==> src/rtl/nxm_mul_pkg.sv <==
// Shared constants for the N x M multiplier-adder: default operand widths
// and the result-width rule used by the interface and the top level.
package nxm_mul_pkg;

    localparam int WIDTH1_DEF = 4;
    localparam int WIDTH2_DEF = 3;

    // x*y + u + v never exceeds 2^(N+M)-1, so N+M bits hold every result.
    function automatic int res_width(input int w1, input int w2);
        return w1 + w2;
    endfunction

endpackage

==> src/rtl/nxm_mul_if.sv <==
// Operand/result bundle for nxm_mul. The master drives the four operands,
// and the slave (the multiplier) returns the registered result.
interface nxm_mul_if
    import nxm_mul_pkg::*;
#(
    parameter int WIDTH1 = WIDTH1_DEF,
    parameter int WIDTH2 = WIDTH2_DEF
);
    logic [WIDTH1-1:0]                    x;
    logic [WIDTH1-1:0]                    u;
    logic [WIDTH2-1:0]                    y;
    logic [WIDTH2-1:0]                    v;
    logic [res_width(WIDTH1, WIDTH2)-1:0] s;

    modport master (output x, u, y, v, input s);
    modport slave  (input x, u, y, v, output s);
endinterface

==> src/rtl/nxm_mul_cell.sv <==
// Array cell: partial-product AND gate feeding a full adder.
module mul_cell (
    input  logic a,
    input  logic b,
    input  logic sin,
    input  logic cin,
    output logic sout,
    output logic cout
);
    logic w_pp;

    assign w_pp = a & b;
    assign sout = w_pp ^ sin ^ cin;
    assign cout = (w_pp & sin) | (w_pp & cin) | (sin & cin);
endmodule

==> src/rtl/nxm_mul.sv <==
// Unsigned N x M array multiplier-adder: s = x*y + u + v, registered.
// Row j adds x & y[j] to the previous row's shifted partial sum, with v[j]
// entering as the carry-in at the LSB cell and the carry rippling left.
// Row 0 takes u as its sum inputs. Each row retires one low result bit;
// the last row supplies the upper bits plus its final carry.
module nxm_mul
    import nxm_mul_pkg::*;
#(
    parameter int WIDTH1 = WIDTH1_DEF,
    parameter int WIDTH2 = WIDTH2_DEF
)(
    nxm_mul_if.slave io,
    input  logic     clk,
    input  logic     reset
);
    localparam int RES_W = res_width(WIDTH1, WIDTH2);

    logic [RES_W-1:0] w_result;
    logic [RES_W-1:0] r_s;

    for (genvar j = 0; j < WIDTH2; j++) begin : row
        for (genvar i = 0; i < WIDTH1; i++) begin : col
            logic w_si;
            logic w_ci;
            logic w_so;
            logic w_co;

            // Sum input: u on the first row, otherwise the previous row
            // shifted down one position, with its final carry on top.
            if (j == 0) begin : g_sin_top
                assign w_si = io.u[i];
            end else if (i == WIDTH1 - 1) begin : g_sin_msb
                assign w_si = row[j-1].col[WIDTH1-1].w_co;
            end else begin : g_sin_mid
                assign w_si = row[j-1].col[i+1].w_so;
            end

            // Carry input: v[j] at the LSB edge, ripple from the right otherwise.
            if (i == 0) begin : g_cin_lsb
                assign w_ci = io.v[j];
            end else begin : g_cin_mid
                assign w_ci = row[j].col[i-1].w_co;
            end

            mul_cell u_cell (
                .a    (io.x[i]),
                .b    (io.y[j]),
                .sin  (w_si),
                .cin  (w_ci),
                .sout (w_so),
                .cout (w_co)
            );
        end

        assign w_result[j] = row[j].col[0].w_so;
    end

    for (genvar i = 1; i < WIDTH1; i++) begin : g_upper
        assign w_result[WIDTH2-1+i] = row[WIDTH2-1].col[i].w_so;
    end

    assign w_result[RES_W-1] = row[WIDTH2-1].col[WIDTH1-1].w_co;

    // Output register: reset clears the result, otherwise capture the array sum.
    always_ff @(posedge clk) begin
        if (reset) begin
            r_s <= '0;
        end else begin
            r_s <= w_result;
        end
    end

    assign io.s = r_s;
endmodule

==> src/flat_wrapper.sv <==
// flat-port wrapper written by rule: the top's interface ports become plain ports
module nxm_mul_flat import nxm_mul_pkg::*;
#(
    parameter int WIDTH1 = WIDTH1_DEF,
    parameter int WIDTH2 = WIDTH2_DEF
)
  (clk, reset, io_x, io_u, io_y, io_v, io_s);
  nxm_mul_if #(.WIDTH1(WIDTH1), .WIDTH2(WIDTH2)) io_i ();
  input  logic clk;
  input  logic reset;
  input wire logic [$bits(io_i.x)-1:0] io_x;
  input wire logic [$bits(io_i.u)-1:0] io_u;
  input wire logic [$bits(io_i.y)-1:0] io_y;
  input wire logic [$bits(io_i.v)-1:0] io_v;
  output wire logic [$bits(io_i.s)-1:0] io_s;
  assign io_i.x = io_x;
  assign io_i.u = io_u;
  assign io_i.y = io_y;
  assign io_i.v = io_v;
  assign io_s = io_i.s;
  nxm_mul #(.WIDTH1(WIDTH1), .WIDTH2(WIDTH2)) u_core (.io(io_i), .clk(clk), .reset(reset));
endmodule
==> config.mk <==
export PLATFORM = sky130hd
export DESIGN_NAME = nxm_mul_flat
export DESIGN_NICKNAME = d
export VERILOG_FILES = /design/src/rtl/nxm_mul_pkg.sv /design/src/rtl/nxm_mul_if.sv /design/src/rtl/nxm_mul_cell.sv /design/src/rtl/nxm_mul.sv /design/src/flat_wrapper.sv
export SDC_FILE = /design/constraint.sdc
export NUM_CORES = 1
export LEC_CHECK = 0
export ABC_AREA = 1
export ABC_CLOCK_PERIOD_IN_PS = 6200
export CAP_MARGIN = 20
export CORE_UTILIZATION = 40
export CTS_CLUSTER_SIZE = 8
export DETAILED_ROUTE_END_ITERATION = 16
export GPL_ROUTABILITY_DRIVEN = 0
export HOLD_SLACK_MARGIN = 0.12
export PLACE_DENSITY = 0.76
export SETUP_SLACK_MARGIN = 0.05
export SYNTH_ARGS = -nofsm -noshare
export SYNTH_HDL_FRONTEND = slang
export SYNTH_SLANG_ARGS = --single-unit
==> constraint.sdc <==
create_clock -name clk -period 6.2 [get_ports clk]
set_clock_uncertainty 0.15 [all_clocks]
set_input_delay 1.24 -clock clk [delete_from_list [all_inputs] [get_ports clk]]
set_output_delay 1.24 -clock clk [all_outputs]
set_load 0.02 [all_outputs]
After elaboration in Yosys (flattened, before gate mapping)
Index checks and enable logic that the tools add are counted.
- bits in read-only memories: 0
- memories kept: 0
- word-level logic and storage cells: 97
- register bits: 7
- output and inout bits: 7
- RAM bits: 0
- input port bits: 16
- latch bits: 0
- shift operators: 0
- equal/unequal tests: 0
- bitwise operators: 96
- $lt $le $gt $ge: 0
- reduce and logical (&&, ||, !) cells: 0
- multipliers: 0
- mux-type cells: 0
- div/mod/pow operators: 0
- add/subtract/negate cells: 0
- operators by type and width (kind ; count):
    AND 1 bit ; 48
    OR 1 bit ; 24
    XOR 1 bit ; 24

Longest topological paths before layout
Gate-level depths: netlist of the first run.
- word-level depth: 22
- mapped depth: 16
- mapped depth without buffers: 16

Hierarchy
A second synthesis of the first run with hierarchy kept.
- cell total of the unflattened synthesis: 93
- area total of the unflattened synthesis: 658.1 sq um
- modules (own cells, without submodules) (module ; area each (sq um) ; seq. area each (sq um) ; times used ; cells each):
    mul_cell ; 38.8 ; 0.0 ; 12 ; 6
    nxm_mul ; 192.7 ; 140.1 ; 1 ; 21

Worst setup path before layout of the first run
Ideal clock, no wire load.
- path type: input -> register
- from: input port io_y[0]
- to: register u_core.r_s[5], in the netlist u_core.io.s[5]
- path slack: 1367 ps
- cell stages on the path: 14
- data required time: 5986 ps
- library setup time: 64 ps
- data arrival time: 4619 ps
- cell sequence: nand2_1 -> inv_1 -> fa_1 -> inv_1 -> fa_1 -> fa_1 -> fa_1 -> fa_1 -> fa_1 -> inv_1 -> fa_1 -> fa_1 -> inv_1 -> nor2_1
- word-level cells in the longest chain between the ends: 20
- elaborated cells on any way between the ends: 70
- RTL lines (what ; line ; text):
    start, declared ; flat_wrapper.sv:13 ; input wire logic [$bits(io_i.y)-1:0] io_y;
    AND 1 bit ; nxm_mul_cell.sv:12 ; assign w_pp = a & b;
    AND 1 bit ; nxm_mul_cell.sv:14 ; assign cout = (w_pp & sin) | (w_pp & cin) | (sin & cin);
    OR 1 bit (2 in a row) ; nxm_mul_cell.sv:14 ;
    AND 1 bit ; nxm_mul_cell.sv:14 ;
    OR 1 bit (2 in a row) ; nxm_mul_cell.sv:14 ;
    AND 1 bit or XOR 1 bit (tied branches) ; nxm_mul_cell.sv:14, nxm_mul_cell.sv:13 ;
    OR 1 bit or XOR 1 bit (tied branches) (2 in a row) ; nxm_mul_cell.sv:14, nxm_mul_cell.sv:13 ;
    XOR 1 bit or AND 1 bit (tied branches) ; nxm_mul_cell.sv:13, nxm_mul_cell.sv:14 ;
    XOR 1 bit or OR 1 bit (tied branches) (2 in a row) ; nxm_mul_cell.sv:13, nxm_mul_cell.sv:14 ;
    AND 1 bit ; nxm_mul_cell.sv:14 ;
    OR 1 bit (2 in a row) ; nxm_mul_cell.sv:14 ;
    AND 1 bit ; nxm_mul_cell.sv:14 ;
    OR 1 bit (2 in a row) ; nxm_mul_cell.sv:14 ;
    XOR 1 bit (*) ; nxm_mul_cell.sv:13 ; assign sout = w_pp ^ sin ^ cin;
    named net u_core.row[2].col[3].u_cell.sout ; nxm_mul_cell.sv:7 ; output logic sout,
    end signal, assigned ; nxm_mul.sv:69 ; r_s <= w_result;
    end, declared ; nxm_mul.sv:19 ; logic [RES_W-1:0] r_s;
The timed path passes the listed nets; every way through them passes the cells marked *.
A chain may end at the register's enable or synchronous reset.

Worst setup path in the final report of the first run
Same ends and word-level chain as after synthesis.

==> impl_results.md, run 1 <==
- Global route total overflow: 0
- Arr. time, crit path: 5.28 ns
- H-tree Lvls: 1
- CTS tree: done
- Post-route DRC: 0
- Antenna cells: 0
- Compound-Gate Fraction of Synth Area: 0%
- Crit-path max FO: 4
- Slew headroom: 83.2%
- Die footprint: 1510 um^2
- Worst vdd ir: 0.0981 mV
- Cell mode on critical path: fa_1
- Initial Utilization: 45.7%
- DP Cell Count: 98
- I/O Buffers: 22
- Count of cell types in the netlist: 5
- Placed Area: 779 um^2
- Post-DP HPWL: 714 um
- Crit. Startpoint: io_y[0]
- GRT Total Usage: 14.2%
- Critical Path RT: 6.23 ns
- DR pass1 iterations: 2
- Final Setup Violations: 0
- Vias in the first global route: 396
- Flop and latch count out of synthesis: 7
- Mean Syn Cell Area: 8.74 um^2
- Post-Syn Instances: 62
- Synth Area in XOR/XNOR: 0%
- Warnings from Yosys: 0
- CORE AREA: 1190 um^2
- PwrDens: 244 nW/um^2
- Fin nets: 117
- CP max stage delay: 0.52 ns
- CTS Buf Count: 3
- Clock Tree Buf Depth: 2
- Filler cell count: 98
- Share of layout cells above drive strength 1: 3.41%
- Max reg flops: 7
- CP Cell Sequence: clkdlybuf4s50_1 > nand2_1 > inv_1 > fa_1 > inv_1 > fa_1 > fa_1 > fa_1 > fa_1 > inv_1 > fa_1 > fa_1 > fa_1 > inv_1 > nor2_1
- Post-CTS setup buffer count: 0
- Initial antenna violation count: 0
- Status: complete, no violations
- Unrepaired setup endpoints after global routing: no
- WS Path Type: input port to register
- Antenna Nets Post-Route: 0
- Seq/Total Area, Yosys: 25.9%
- Area grow syn2layout: 48.7%
- Mean routed wirelength per cell: 7.89 um
- DRT iter0 DRCs: 1
- Number of max-cap violations: 0
- Post-CTS sizing: 0
- Clock slew at reported path FFs: 0.05 ns
- Crit path capture type: register
- Setup_tns: 0 ns
- Vias per cell: 4.06
- Vias: 414
- Largest net degree at the start of global routing: 8
- # rows: 12
- Setup crit start kind: input port
- Clk sink count: 7
- Total Power: 197 uW
- Worst-Margin Slew: 0.252 ns
- Die width: 38.8 um
- Fin. Hold Viols: 0
- Syn nets: 90
- Static Leak: 0.427 nW
- Post-layout min period: 5.25 ns
- Post-Route WL: 805 um
- Finished Cell Area: 806 um^2
- Ports: 23
- Synthesized area: 542 um^2
- Fin crit share: 84.7%
- Max-slew violations: 0
- Fmax: 190 MHz
- First-pass GRT wire length: 1430 um
- Synth Area in Adders: 44.3%
- Hold Crit Class: input port to register
- Simple-gate area share of the yosys netlist: 13.2%
- Largest family of logic cells by synthesized area: adder cells
- Clock root buffer: clkbuf_4
- Cts hold-fix bufs: 0
- Hold wc startpoint: reset
- Non-Filler Instances: 102
- Crit-path slowest cell: clkdlybuf4s50_1
- Mux cell area share after synthesis: 0%
- Die height: 38.8 um
[area by class of cell]
class                   count  area [um^2]  area share, %
flip-flops and latches      7          140           17.4
multi-input cells          31          312           38.7
repair buffers             22          220           27.3
clock buffers               4         26.3           3.26
inverters                  24         90.1           11.2
well taps                  14         17.5           2.17
[layer usage]
metal | routed length [um] | share of wire, % | up-vias | GRT usage, %
met5 | 0 | 0 | - | 0
met4 | 0 | 0 | 0 | 7.76
met3 | 57 | 7.1 | 0 | 3.47
met2 | 411 | 51 | 19 | 24.6
met1 | 336 | 42 | 181 | 15.7
li1 | - | - | 214 | -
[critical path: cells and delay by family]
kind / cells / cell delay [ns]
adder cells (fa/ha/maj): 8 / 3.17
AND/OR/NAND/NOR: 2 / 0.15
buffers and inverters: 5 / 0.73
[final timing paths]
kind / to / cells after the start / slack [ns]
setup / recovery: u_core.io.s[5]$_SDFF_PP0_ / 15 / 0.95
hold / removal: u_core.io.s[3]$_SDFF_PP0_ / 2 / 1.55
[report_power, final]
part	switching (mW)	total, mW	internal [mW]	leakage, nW
Clock	0.0160	0.0405	0.0245	0.0150
Combinational	0.0492	0.0975	0.0483	0.354
Sequential	0.00231	0.0586	0.0563	0.0581
[layout by cell type (no fill, tap or decap)]
| cell | count |
|---|---|
| clkbuf_1 | 1 |
| clkbuf_4 | 3 |
| clkdlybuf4s50_1 | 22 |
| dfxtp_1 | 7 |
| fa_1 | 12 |
| inv_1 | 24 |
| nand2_1 | 12 |
| nor2_1 | 7 |
[through the flow]
step           utilization [%]  worst slack [ns]  hold WS (ns)
6_report                  67.9             0.948          1.55
3_3_place_gp              65.7             0.704          1.79
4_1_cts                   67.9             0.927          1.54
3_5_place_dp              65.7             0.669          1.80
2_1_floorplan                -              1.37          1.16
5_1_grt                   67.9             0.758          1.57
[synth_stat cells (all sizes together)]
cell type	count	area [um^2]
fa	12	240
inv	24	90.1
dfxtp	7	140
nor2	7	26.3
nand2	12	45.0
[cell families after synthesis]
group / Yosys count
fa+ha+maj: 12
buf+inv: 24
simple gates: 19
flops: 7
No activity file was read; power rests on OpenSTA's default activity.
==> inputs of run 2 (changes only) <==
Settings changed: ABC_CLOCK_PERIOD_IN_PS 6200 to 5000.
Clock period 6.2 ns to 5 ns, I/O delays scaled along.
==> run 2 against run 1 <==
Cell count grew 2.9%. Utilization grew 3.2 points. Clock-buffer cell count is the same. Combinational power grew 30%. Non-clock buffer count grew 3. Critical path depth is the same. Clock power grew 23%. Total power grew 27%. Sequential cell count is the same. Setup slack lost 0.77 ns. Die area is the same. First-iteration DRC count grew to 4.0 times the previous value. Critical endpoint unchanged. Largest power group unchanged. Highest routed layer is now met4.
==> impl_results.md, run 2 (same netlist as run 1, synthesis figures left out) <==
- Status: complete, no violations
- Final worst slack: 0.175 ns
- Fmax: 207 MHz
- Sw Share: 34.5%
- DP Cell Count: 101
- Logic pwr share: 50.9%
- Area grow syn2layout: 55.7%
- Crit-path max FO: 2
- Slew headroom: 82.9%
- Crit-path slowest cell: fa_2
- Place WS: -0.300 ns
- Max reg flops: 7
- Die footprint: 1510 um^2
- Clock slew at reported path FFs: 0.05 ns
- Number of max-cap violations: 0
- Crit path capture type: register
- Seq pwr share: 29.1%
- Non-Filler Instances: 105
- Worst vdd ir: 0.150 mV
- Initial Utilization: 45.7%
- Cell mode on critical path: fa_2
- Worst-Margin Slew: 0.255 ns
- Clock Tree Buf Depth: 2
- Clock root buffer: clkbuf_4
- Critical Path RT: 5.03 ns
- Hold slack: 1.31 ns
- Util after Layout: 71.1%
- Antenna Nets Post-Route: 0
- Largest net degree at the start of global routing: 8
- Max-slew violations: 0
- PwrDens: 297 nW/um^2
- CTS tree: done
- Most frequent cells in the layout: inv_1, clkdlybuf4s50_1, nand2_1, nor2_1, dfxtp_1
- Initial antenna violation count: 0
- CP Cell Sequence: clkdlybuf4s50_1 > nand2_1 > inv_1 > fa_1 > inv_1 > fa_2 > fa_2 > fa_1 > fa_2 > inv_1 > fa_2 > fa_2 > fa_1 > inv_1 > nor2_1
- Clk sink count: 7
- Vias in the first global route: 400
- Hold Crit Class: input port to register
- Vias per cell: 4.07
- Die height: 38.8 um
- Post-route DRC: 0
- Share of layout cells above drive strength 1: 13.2%
- Ports: 23
- Total Power: 250 uW
- Cts hold-fix bufs: 0
- Clock network fraction of design power: 20.0%
- Global route total overflow: 0
- GRT Total Usage: 16.7%
- Die width: 38.8 um
- CTS Buf Count: 3
- DR pass1 iterations: 4
- # rows: 12
- Mean routed wirelength per cell: 8.96 um
- Post-layout min period: 4.83 ns
- Post-Route WL: 941 um
- WS Path Type: input port to register
- Commonest non-fill, non-tap cell in the layout: inv_1
- Static Leak: 0.436 nW
- Unrepaired setup endpoints after global routing: no
- Pint: 164 uW
- Fin. Hold Viols: 0
- Setup crit start kind: input port
- Fin crit share: 96.5%
- DRT iter0 DRCs: 4
- Sw power: 86.3 uW
- First-pass GRT wire length: 1590 um
- Arr. time, crit path: 4.86 ns
- CORE AREA: 1190 um^2
- Fin nets: 120
- Antenna cells: 0
- I/O Buffers: 22
- Post-DP HPWL: 840 um
- Vias: 427
- Crit. Startpoint: io_y[0]
- Final Setup Violations: 0
- H-tree Lvls: 1
- Hold wc startpoint: reset
- CP max stage delay: 0.54 ns
==> run 2: changes by cell type in the layout (fill, tap and decap cells not counted) <==
cell	delta
buf_4	+3
fa_1	-6
fa_2	+6
==> run 2: what timing repair did <==
item / 4_1_cts / 5_1_grt
resized for setup: 4 / 2
cloned: 0 / 0
hold endpoints to repair: 0 / 0
pin swaps: 1 / 1
setup endpoints to repair: 2 / 2
setup buffers: 0 / 0
==> run 2: metal layers <==
metal	vias to the layer above	wire length (um)	part of all wire, %	global-route usage (%)
li1	220	-	-	-
met1	184	382	41	17.7
met2	21	487	52	29.2
met3	2	60	6.4	4.05
met4	0	10	1.1	10.3
met5	-	0	0	0
==> run 2: layout make-up <==
class / instances / area, um^2
multi-input cells: 31 / 327
repair buffers: 25 / 243
fillers: 100 / 343
well taps: 14 / 17.5
inverters: 24 / 90.1
clock buffers: 4 / 26.3
flip-flops and latches: 7 / 140
==> run 2: per-stage QoR <==
step / area (um^2) / TNS, ns
floorplan: 542 / 0
global placement: 802 / -0.316
detailed placement: 802 / -0.502
CTS: 838 / 0
global route: 843 / 0
finish: 843 / 0
==> run 2: final timing paths <==
kind | endpoint | slack (ns) | cells past startpoint
setup / recovery | u_core.io.s[5]$_SDFF_PP0_ | 0.17 | 15
hold / removal | u_core.io.s[1]$_SDFF_PP0_ | 1.31 | 2
==> run 2: worst max-delay path: cells and delay by family <==
kind	cells	cell delay [ns]
adders and majority gates	8	3.03
buffers and inverters	5	0.69
and+or+nand+nor	2	0.14
==> run 2: power groups by stage <==
stage	Combinational, mW	Sequential (mW)	Clock, mW
3_5_place_dp	0.126	0.0740	0
5_1_grt	0.147	0.0742	0.0538
2_1_floorplan	0.0538	0.0926	0
4_1_cts	0.128	0.0732	0.0521
3_3_place_gp	0.122	0.0737	0
6_report	0.127	0.0729	0.0500
